==> config.mk <==
export PLATFORM = sky130hd
export DESIGN_NAME = latch_wr_arbiter
export DESIGN_NICKNAME = d
export VERILOG_FILES = /design/src/rtl/latch_wr_arbiter.sv
export SDC_FILE = /design/constraint.sdc
export NUM_CORES = 1
export LEC_CHECK = 0
export BUFFER_PORTS_ARGS = -buffer_cell sky130_fd_sc_hd__buf_2
export CAP_MARGIN = 20
export CORE_MARGIN = 2
export CORE_UTILIZATION = 35
export DETAILED_ROUTE_END_ITERATION = 12
export GPL_ROUTABILITY_DRIVEN = 0
export SLEW_MARGIN = 25
export SYNTH_ARGS = -nofsm -noshare
export SYNTH_HDL_FRONTEND = slang
export SYNTH_SLANG_ARGS = --single-unit
==> constraint.sdc <==
create_clock -name clk -period 1.6 [get_ports clk]
set_input_delay 0.32 -clock clk [delete_from_list [all_inputs] [get_ports clk]]
set_output_delay 0.32 -clock clk [all_outputs]
set_load 0.005 [all_outputs]
==> src/rtl/latch_wr_arbiter.sv <==
// latch_wr_arbiter
//   Round-robin write arbiter and sequencer for a bank of level-sensitive
//   D latches shared by NREQ requesters. Each granted write runs as a
//   SETUP -> OPEN -> HOLD sequence, so lat_d is stable before the selected
//   latch opens and stays stable after it closes.
//
// Ports
//   clk       rising-edge clock
//   rst       asynchronous, active-high reset
//   req       per-requester write request, held high until ack
//   req_addr  flattened addresses, requester i at [i*AW +: AW]
//   req_data  flattened data, requester i at [i*DW +: DW]
//   gnt       one-hot grant, held for the whole transaction
//   ack       one-hot single-cycle completion pulse (during HOLD)
//   lat_en    per-latch enable, at most one bit high
//   lat_d     shared latch data bus
//   busy      high whenever the sequencer is not idle
module latch_wr_arbiter #(
    parameter int NREQ     = 4,
    parameter int DW       = 8,
    parameter int AW       = 2,
    parameter int OPEN_CYC = 2
) (
    input  logic                 clk,
    input  logic                 rst,
    input  logic [NREQ-1:0]      req,
    input  logic [NREQ*AW-1:0]   req_addr,
    input  logic [NREQ*DW-1:0]   req_data,
    output logic [NREQ-1:0]      gnt,
    output logic [NREQ-1:0]      ack,
    output logic [(2**AW)-1:0]   lat_en,
    output logic [DW-1:0]        lat_d,
    output logic                 busy
);

    localparam int          DEPTH  = 2**AW;
    localparam int          WW     = (NREQ > 1) ? $clog2(NREQ) : 1;
    localparam int          CW     = (OPEN_CYC > 1) ? $clog2(OPEN_CYC) : 1;
    localparam int unsigned NREQ_U = NREQ;

    typedef enum logic [1:0] {
        S_IDLE,
        S_SETUP,
        S_OPEN,
        S_HOLD
    } state_t;

    state_t            state_q, state_d;
    logic [WW-1:0]     ptr_q, ptr_d;
    logic [CW-1:0]     cnt_q, cnt_d;
    logic [WW-1:0]     win_q, win_d;
    logic [AW-1:0]     addr_q, addr_d;
    logic [NREQ-1:0]   gnt_q, gnt_d;
    logic [NREQ-1:0]   ack_q, ack_d;
    logic [DEPTH-1:0]  lat_en_q, lat_en_d;
    logic [DW-1:0]     lat_d_q, lat_d_d;
    logic              busy_q, busy_d;

    // Per-requester views of the flattened address/data buses
    logic [AW-1:0]     addr_arr [NREQ];
    logic [DW-1:0]     data_arr [NREQ];

    always_comb begin
        for (int unsigned i = 0; i < NREQ_U; i++) begin
            addr_arr[i] = req_addr[i*AW +: AW];
            data_arr[i] = req_data[i*DW +: DW];
        end
    end

    // Round-robin search: first requesting index at or above ptr, with wrap
    logic          found;
    logic [WW-1:0] pick;
    logic [WW-1:0] idx;

    always_comb begin
        found = 1'b0;
        pick  = '0;
        idx   = '0;
        for (int unsigned i = 0; i < NREQ_U; i++) begin
            idx = WW'((32'(ptr_q) + i) % NREQ_U);
            if (!found && req[idx]) begin
                found = 1'b1;
                pick  = idx;
            end
        end
    end

    // Next-state and registered-output logic. lat_d_q doubles as the
    // captured write data: it is loaded only at grant.
    always_comb begin
        state_d  = state_q;
        ptr_d    = ptr_q;
        cnt_d    = cnt_q;
        win_d    = win_q;
        addr_d   = addr_q;
        gnt_d    = gnt_q;
        ack_d    = '0;
        lat_en_d = '0;
        lat_d_d  = lat_d_q;
        busy_d   = busy_q;

        case (state_q)
            S_IDLE: begin
                if (found) begin
                    win_d   = pick;
                    addr_d  = addr_arr[pick];
                    lat_d_d = data_arr[pick];
                    gnt_d   = NREQ'(1) << pick;
                    busy_d  = 1'b1;
                    state_d = S_SETUP;
                end
            end
            S_SETUP: begin
                cnt_d    = '0;
                lat_en_d = DEPTH'(1) << addr_q;
                state_d  = S_OPEN;
            end
            S_OPEN: begin
                if (cnt_q == CW'(OPEN_CYC - 1)) begin
                    ack_d   = NREQ'(1) << win_q;
                    state_d = S_HOLD;
                end else begin
                    cnt_d    = cnt_q + CW'(1);
                    lat_en_d = DEPTH'(1) << addr_q;
                end
            end
            S_HOLD: begin
                ptr_d   = (win_q == WW'(NREQ - 1)) ? '0 : win_q + WW'(1);
                cnt_d   = '0;
                gnt_d   = '0;
                busy_d  = 1'b0;
                state_d = S_IDLE;
            end
            default: begin
                state_d = S_IDLE;
            end
        endcase
    end

    // Asynchronous reset drops lat_en immediately so no latch is left open
    always_ff @(posedge clk or posedge rst) begin
        if (rst) begin
            state_q  <= S_IDLE;
            ptr_q    <= '0;
            cnt_q    <= '0;
            win_q    <= '0;
            addr_q   <= '0;
            gnt_q    <= '0;
            ack_q    <= '0;
            lat_en_q <= '0;
            lat_d_q  <= '0;
            busy_q   <= 1'b0;
        end else begin
            state_q  <= state_d;
            ptr_q    <= ptr_d;
            cnt_q    <= cnt_d;
            win_q    <= win_d;
            addr_q   <= addr_d;
            gnt_q    <= gnt_d;
            ack_q    <= ack_d;
            lat_en_q <= lat_en_d;
            lat_d_q  <= lat_d_d;
            busy_q   <= busy_d;
        end
    end

    assign gnt    = gnt_q;
    assign ack    = ack_q;
    assign lat_en = lat_en_q;
    assign lat_d  = lat_d_q;
    assign busy   = busy_q;

endmodule
==> results.cfg, run 1 <==
[outcome]
status = completed

[global_route]
grt_pass1_wl_um = 6850
grt_max_degree = 31
antenna_found_initial = 0
grt_overflow = 0
grt_usage_pct = 16.1
grt_pass1_vias = 1503

[detailed_routing]
wl_per_cell_um = 13.5
drt_iter0_markers = 115
viasPerCell = 5.03
wl_um = 4490
drc_errors = 0
ant_nets = 0
dr.pass1.iters = 5
vias = 1669

[synth]
ys_top_cells_by_count = dfrtp_1, nor2_1, a21oi_1, and3_1, o21ai_0
synth_cells = 185
synth_fp_nets = 239
ys_ff_latch = 30
synth_area_um2 = 1790
synth_top_family_by_area = compound AO/OA/AOI/OAI gates
muxShareOfSynthArea_pct = 2.10
yosys.cell_count.top_type = dfrtp_1
syn_area_per_cell_um2 = 9.66
yosys.area.top_type = dfrtp_1
yosysWarnings = 0
synth-adder-area-share_pct = 5.60
synth_area_leaders = dfrtp_1, ha_1, a22oi_1, and3_1, nor2_1
synthSimpleGateAreaFrac_pct = 18.1
synth_compound_area_share_pct = 24.3
yosysSeqAreaShare_pct = 42.0
synth-edff-count = 0
synth_xor_area_share_pct = 0
synth.distinct_cells = 44
synth-main-ff-cell = dfrtp_1
yosys.area.top_type_share_pct = 42.0
ys_async_sr_fraction_pct = 100

[worst_setup_path]
start_kind = register
crit_fanout = 6
reg2regPathDepth = 5
required_ns = 1.77
cp.arrival_ns = 1.69
crit_path_end_kind = register
critical_path_class = register to register

[power]
leakagePower_nw = 1.23
vdd_ir_drop_max_uv = 630
power.total_w = 0.00430
power_density_nw_per_um2 = 1780

[clocking]
worst_skew_pair.late_latency_ns = 0.28
clock_sinks = 30
clockBufferDepth = 2
cts.htree.levels = 2
cts_tree = done
path_clk_slew_ns = 0.07
cts_buffers = 5
postCtsSetupBuffers = 0
ctsRootBufferMaster = clkbuf_8

[timing]
finalCritPeriodShare_pct = 95.1
hold_viol = 0
final-setup-viol-count = 0
setup_slack_ns = 0.0780
relSlewSlack_pct = 67.2
grt_setup_unrepaired = no
skew_ns = 0.00367
max_freq_mhz = 657
tightest_slew_ns = 0.492
post-route-min-period_ns = 1.52
holdWs_ns = 0.0933
drv_slew = 0

[floorplanning]
floorplan.initialDensity_pct = 35.7
die_area_um2 = 5690
fp.dieH_um = 75.5
io_pins = 67
num_rows = 26
die_w_um = 75.5
core_um2 = 5010

[finish]
layout-drive-gt1-share_pct = 43.1
area_delta_synth_final_pct = 35.0
fin_nets = 315
utilization_pct = 48.2
antenna_cells = 0

[min_path]
hold_path_class = primary input to async pin

[placed_design]
post-place-ws_ns = -0.0976
io_buffers = 66
dp_hpwl_um = 3320

[run]
max_cap_violations = 0
[layer usage]
layer / GRT usage (%) / vias to the layer above / wire, um
met3: 4.10 / 6 / 297
met1: 21.7 / 770 / 1980
met2: 25.1 / 71 / 2160
met4: 5.46 / 0 / 51
met5: 0 / - / 0
li1: - / 822 / -
[timing repair]
item	in CTS	in global routing
hold endpoints to repair	0	0
resized for setup	3	6
setup endpoints to repair	11	10
hold buffers	0	0
[sequential cells by signal (all words and copies together), names as in the netlist]
name	cells
addr_q	2
lat_en	4
gnt	4
win_q	2
lat_d	8
state_q	2
busy	1
cnt_q	1
ack	4
ptr_q	2
[path summary, 6_finish.rpt]
path                         startpoint          to  slack, ns
setup / recovery               ptr_q[1]      gnt[2]       0.08
hold / removal                      rst  state_q[0]       0.09
setup reg to reg               ptr_q[1]      gnt[2]       0.08
hold reg to reg               addr_q[0]   lat_en[2]       0.50
max in group asynchronous           rst    ptr_q[0]       1.22
min in group clk           req_data[23]    lat_d[7]       0.31
[cells in the final DEF (no fill, tap or decap), drive strengths merged, types with 2 or more instances in the layout]
cell type / count
o31ai: 2
inv: 6
bufinv: 2
dfrtp: 30
a22oi: 11
a31oi: 10
mux2: 3
o21bai: 4
o21ai: 15
buf: 85
nor2: 18
nand2: 6
clkbuf: 6
a22o: 3
a21oi: 13
nand2b: 2
ha: 8
and3: 15
nor2b: 4
or2: 2
[through the flow]
| step | TNS [ns] | instance area, um2 | std cells |
|---|---|---|---|
| after floorplan | 0 | 1790 | 185 |
| after global placement | -0.641 | 2240 | 324 |
| after detailed placement | -0.759 | 2240 | 324 |
| after CTS | 0 | 2390 | 332 |
| after global routing | 0 | 2410 | 332 |
| final | 0 | 2410 | 332 |
[critical path, cell delays in order (launching register included)]
cell      delay, ns
dfrtp_2        0.45
buf_4          0.15
o21bai_1       0.13
and3b_1        0.19
or2_2          0.27
a22o_1         0.21
[logic make-up (layout without fill, tap and decap cells)]
kind of cell,Yosys count,count (layout)
AO/OA/AOI/OAI,67,67
AND/OR/NAND/NOR,55,55
flip-flops,30,30
buffers and inverters,22,99
adder cells (fa/ha/maj),8,8
multiplexers,3,3
[where the power goes]
part           total [W]  leakage, nW  internal [W]  switching [W]
clock           0.000955       0.0714      0.000664       0.000291
combinational    0.00200        0.785       0.00101       0.000994
sequential       0.00134        0.370       0.00109       0.000254
total            0.00430         1.23       0.00276        0.00154
[final cells by class]
type	instances	area, um2
sequential	30	753
multi-input combinational	133	921
timing repair buffer	85	485
clock buffer	6	82.6
inverter	6	22.5
fill	512	2600
clock inverter	2	60.1
tap	70	87.6
Note: power is estimated with default switching activity, not from simulation.
==> inputs of run 2 (changes only) <==
==> constraint.sdc (replaced) <==
create_clock -name clk -period 1.75 [get_ports clk]
set_input_delay 0.35 -clock clk [delete_from_list [all_inputs] [get_ports clk]]
set_output_delay 0.35 -clock clk [all_outputs]
set_load 0.005 [all_outputs]
==> results.cfg, run 2 (synthesized netlist as in run 1, its figures left out) <==
[floorplanning]
fp.dieH_um = 75.5
die_w_um = 75.5
io_pins = 67
die_area_um2 = 5690
num_rows = 26
core_um2 = 5010
floorplan.initialDensity_pct = 35.7

[worst_setup_path]
critPathBufInv = 0
cpPeakStageDelay_ns = 0.49
cp_top_family = compound AO/OA/AOI/OAI gates
cp.arrival_ns = 1.79
required_ns = 1.91
start_kind = register
crit_path_end_kind = register
critical_path_class = register to register
crit_slowest_cell = dfrtp_1
crit_path_cell_trace = and4b_2 -> a211o_1 -> a21oi_1 -> a31oi_1
crit_fanout = 11

[clocking]
cts_hold_buf = 0
cts_buffers = 5
clock_sinks = 30
worst_skew_pair.late_latency_ns = 0.28
ctsRootBufferMaster = clkbuf_8
postCtsSetupBuffers = 0
cts_tree = done
path_clk_slew_ns = 0.07
cts.htree.levels = 2
clockBufferDepth = 2

[finish]
fillers = 511
area_delta_synth_final_pct = 27.0
layout-drive-gt1-share_pct = 39.8
utilization_pct = 45.3
fin_nets = 307
antenna_cells = 0
seq_area_um2 = 751
multi_input_area_um2 = 903
layout_common_cells = buf_2, dfrtp_1, nor2_1
layout_commonest_cell = buf_2
largest_reg_flops = 8

[timing]
grt_setup_unrepaired = no
skew_ns = 0.00723
totalNegativeSetupSlack_ns = 0
post-route-min-period_ns = 1.63
relSlewSlack_pct = 53.0
hold_viol = 0
tightest_slew_ns = 0.704
max_freq_mhz = 613
drv_slew = 0
setup_slack_ns = 0.118
final-setup-viol-count = 0
finalCritPeriodShare_pct = 93.3

[detailed_routing]
vias = 1605
ant_nets = 0
dr.pass1.iters = 4
wl_per_cell_um = 13.5
drt_iter0_markers = 54
wl_um = 4390
viasPerCell = 4.95
drc_errors = 0

[power]
power_density_nw_per_um2 = 1540
leakagePower_nw = 1.16
vdd_ir_drop_max_uv = 513

[global_route]
grt_overflow = 0
grt_pass1_vias = 1385
antenna_found_initial = 0
grt_usage_pct = 15.7
grt_max_degree = 31
grt_pass1_wl_um = 6710

[placed_design]
post-place-ws_ns = 0.0353
io_buffers = 66
dp_hpwl_um = 3230

[run]
max_cap_violations = 0

[outcome]
status = completed

[min_path]
hold_path_class = primary input to async pin
-- run 2: changes by cell type in the layout (fill, tap and decap cells not counted), moves of 2 or more --
cell	change
buf_4	-7
bufinv_16	-2
dfrtp_2	-2
dfrtp_1	+2
-- run 2: power breakdown --
group	switching, W	internal [W]
combinational	0.000870	0.000811
sequential	0.000240	0.000991
clock	0.000261	0.000317
-- run 2: area by class of cell --
| cell class | count | share of cell area (%) |
|---|---|---|
| inverter | 6 | 0.993 |
| sequential | 30 | 33.1 |
| tap | 70 | 3.86 |
| multi-input combinational | 133 | 39.8 |
| timing repair buffer | 77 | 18.2 |
| clock buffer | 7 | 3.81 |
| clock inverter | 1 | 0.221 |
-- run 2: worst paths after layout --
path	endpoint	startpoint	slack, ns	depth (start not counted)
max	lat_d[1]	ptr_q[1]	0.12	4
min	lat_en[1]	rst	0.13	3
max reg2reg	lat_d[1]	ptr_q[1]	0.12	4
min reg2reg	lat_en[2]	addr_q[0]	0.49	1
max in group asynchronous	gnt[0]	rst	1.34	3
min in group clk	lat_d[5]	req_data[21]	0.33	3
-- run 2: per-stage QoR --
stage / area [um2] / std cells / power, W / hold slack (ns)
after global routing: 2270 / 324 / 0.00379 / 0.193
after floorplan: 1790 / 185 / 0.00238 / 0.441
final: 2270 / 324 / 0.00349 / 0.129
after CTS: 2260 / 324 / 0.00350 / 0.149
after global placement: 2170 / 316 / 0.00289 / 0.443
after detailed placement: 2170 / 316 / 0.00290 / 0.451
-- run 2: routing by layer --
metal / GRT usage [%] / wire length [um] / vias to the layer above
met5: 0 / 0 / -
met4: 6.04 / 83 / 0
met3: 3.44 / 250 / 7
met2: 23.8 / 2070 / 58
met1: 22.0 / 1990 / 735
li1: - / - / 805
-- run 2: worst register-to-register path: stages, from the launching register on --
cell and delay [ns]:
dfrtp_1 0.49, and4b_2 0.29, a211o_1 0.40, a21oi_1 0.22, a31oi_1 0.10
-- run 2: what timing repair did --
action | 4_1_cts | 5_1_grt
endpoints found under the hold margin | 0 | 0
gates resized for setup | 0 | 3
endpoints found under the setup margin | 0 | 16
==> inputs of run 3 (changes only) <==
--- a/config.mk
+++ b/config.mk
@@ -5,7 +5,7 @@
 export SDC_FILE = /design/constraint.sdc
 export NUM_CORES = 1
 export LEC_CHECK = 0
-export BUFFER_PORTS_ARGS = -buffer_cell sky130_fd_sc_hd__buf_2
+export BUFFER_PORTS_ARGS = -buffer_cell sky130_fd_sc_hd__buf_4
 export CAP_MARGIN = 20
 export CORE_MARGIN = 2
 export CORE_UTILIZATION = 35
==> results.cfg, run 3 (synthesized netlist as in run 1, its figures left out) <==
[outcome]
status = completed

[finish]
layout-drive-gt1-share_pct = 39.9
fin_nets = 306
layout.cells.non_filler = 323
antenna_cells = 0
fillers = 502
layout_commonest_cell = buf_4
area_delta_synth_final_pct = 36.0
multi_input_area_um2 = 903
layout_common_cells = buf_4, dfrtp_1, nor2_1
postLayoutCellArea_um2 = 2430
largest_reg_flops = 8
seq_area_um2 = 751

[clocking]
cts_tree = done
cts_hold_buf = 0
ctsRootBufferMaster = clkbuf_8
cts.htree.levels = 2
path_clk_slew_ns = 0.07
worst_skew_pair.late_latency_ns = 0.28
cts_buffers = 5
clockBufferDepth = 2
clock_sinks = 30

[detailed_routing]
ant_nets = 0
vias = 1578
dr.pass1.iters = 4
wl_um = 4490
drc_errors = 0
drt_iter0_markers = 55
wl_per_cell_um = 13.9
viasPerCell = 4.89

[worst_setup_path]
crit_path_cell_trace = buf_4 -> o21bai_1 -> and3_2 -> a22oi_1 -> a31oi_1
critPathCapture = lat_d[6]
crit_cells = 5
start_kind = register
cp.arrival_ns = 1.79
crit_fanout = 13
r2r-end = lat_d[6]
r2r_start = ptr_q[1]
r2r_slack_ns = 0.12
crit_path_end_kind = register
crit_start = ptr_q[1]
reg2regPathDepth = 5
required_ns = 1.91
critPathBufInv = 1
crit_slowest_cell = dfrtp_1
cp_top_family = compound AO/OA/AOI/OAI gates
cpPeakStageDelay_ns = 0.40
critical_path_class = register to register

[placed_design]
post-place-cells = 315
dp_hpwl_um = 3360
io_buffers = 66
post-place-ws_ns = 0.0129
place_area_um2 = 2330

[timing]
finalCritPeriodShare_pct = 93.2
drv_slew = 0
final-setup-viol-count = 0
hold_viol = 0
tightest_slew_ns = 0.864
post-route-min-period_ns = 1.63
max_freq_mhz = 613
skew_ns = 0.00342
relSlewSlack_pct = 42.3
setup_slack_ns = 0.119
grt_setup_unrepaired = no
totalNegativeSetupSlack_ns = 0

[power]
power.switching_w = 0.00139
power.total_w = 0.00363
leakagePower_nw = 1.21
swShare_pct = 38.2
seqPwrFrac_pct = 33.8
p_clk_share_pct = 15.8
power_density_nw_per_um2 = 1490
p_comb_share_pct = 50.4
vdd_ir_drop_max_uv = 637
p_int_w = 0.00224

[floorplanning]
core_um2 = 5010
floorplan.initialDensity_pct = 35.7
num_rows = 26
die_w_um = 75.5
io_pins = 67
fp.dieH_um = 75.5
die_area_um2 = 5690

[run]
max_cap_violations = 0

[global_route]
grt_max_degree = 31
grt_pass1_vias = 1517
grt_usage_pct = 16.4
antenna_found_initial = 0
grt_overflow = 0
grt_pass1_wl_um = 7070

[min_path]
hold_path_class = primary input to async pin
run 3: cell types whose count changed in the layout (fill, tap and decap cells not counted), sizes merged:
| cell | previous run | this run |
|---|---|---|
| clkbuf | 7 | 6 |
| buf | 77 | 76 |
| clkinvlp | 0 | 1 |
run 3: repair_timing:
action	in CTS	in global routing
resized for setup	1	3
setup buffers	0	0
setup endpoints to repair	1	8
run 3: metal layers:
metal / routed length, um / GRT usage [%]
met5: 0 / 0
met4: 94 / 6.24
met3: 183 / 3.44
met2: 2110 / 24.8
met1: 2110 / 23.0
run 3: worst reg2reg max path, delay by kind of cell, from the launching register on:
family,cells,cell delay [ns]
compound gates,3,0.62
buf+inv,1,0.18
flops,1,0.40
simple gates,1,0.31
run 3: worst min-delay path by stage:
stage	from	end	slack [ns]	cells after the start
floorplan	rst	ack[0]	0.44	1
global placement	rst	lat_en[2]	0.45	3
detailed placement	rst	lat_en[1]	0.45	3
CTS	rst	lat_d[7]	0.15	3
global route	rst	lat_d[7]	0.18	3
finish	rst	lat_d[7]	0.14	3
run 3: cell type report:
cell class	instances	area share, %
inverter	6	0.927
sequential	30	30.9
multi-input combinational	133	37.2
timing repair buffer	76	23.5
clock buffer	6	3.40
tap	70	3.60
clock inverter	2	0.515
run 3: power groups by stage:
stage | clock network, W | registers [W] | logic, W
global placement | 0 | 0.00122 | 0.00179
global route | 0.000615 | 0.00128 | 0.00207
detailed placement | 0 | 0.00123 | 0.00182
CTS | 0.000586 | 0.00122 | 0.00184
floorplan | 0 | 0.00119 | 0.00119
finish | 0.000572 | 0.00123 | 0.00183
run 3: stage by stage:
| stage | hold slack [ns] | util (%) |
|---|---|---|
| floorplan | 0.441 | - |
| global placement | 0.454 | 46.4 |
| detailed placement | 0.448 | 46.4 |
| CTS | 0.148 | 48.4 |
| global route | 0.176 | 48.5 |
| finish | 0.138 | 48.5 |
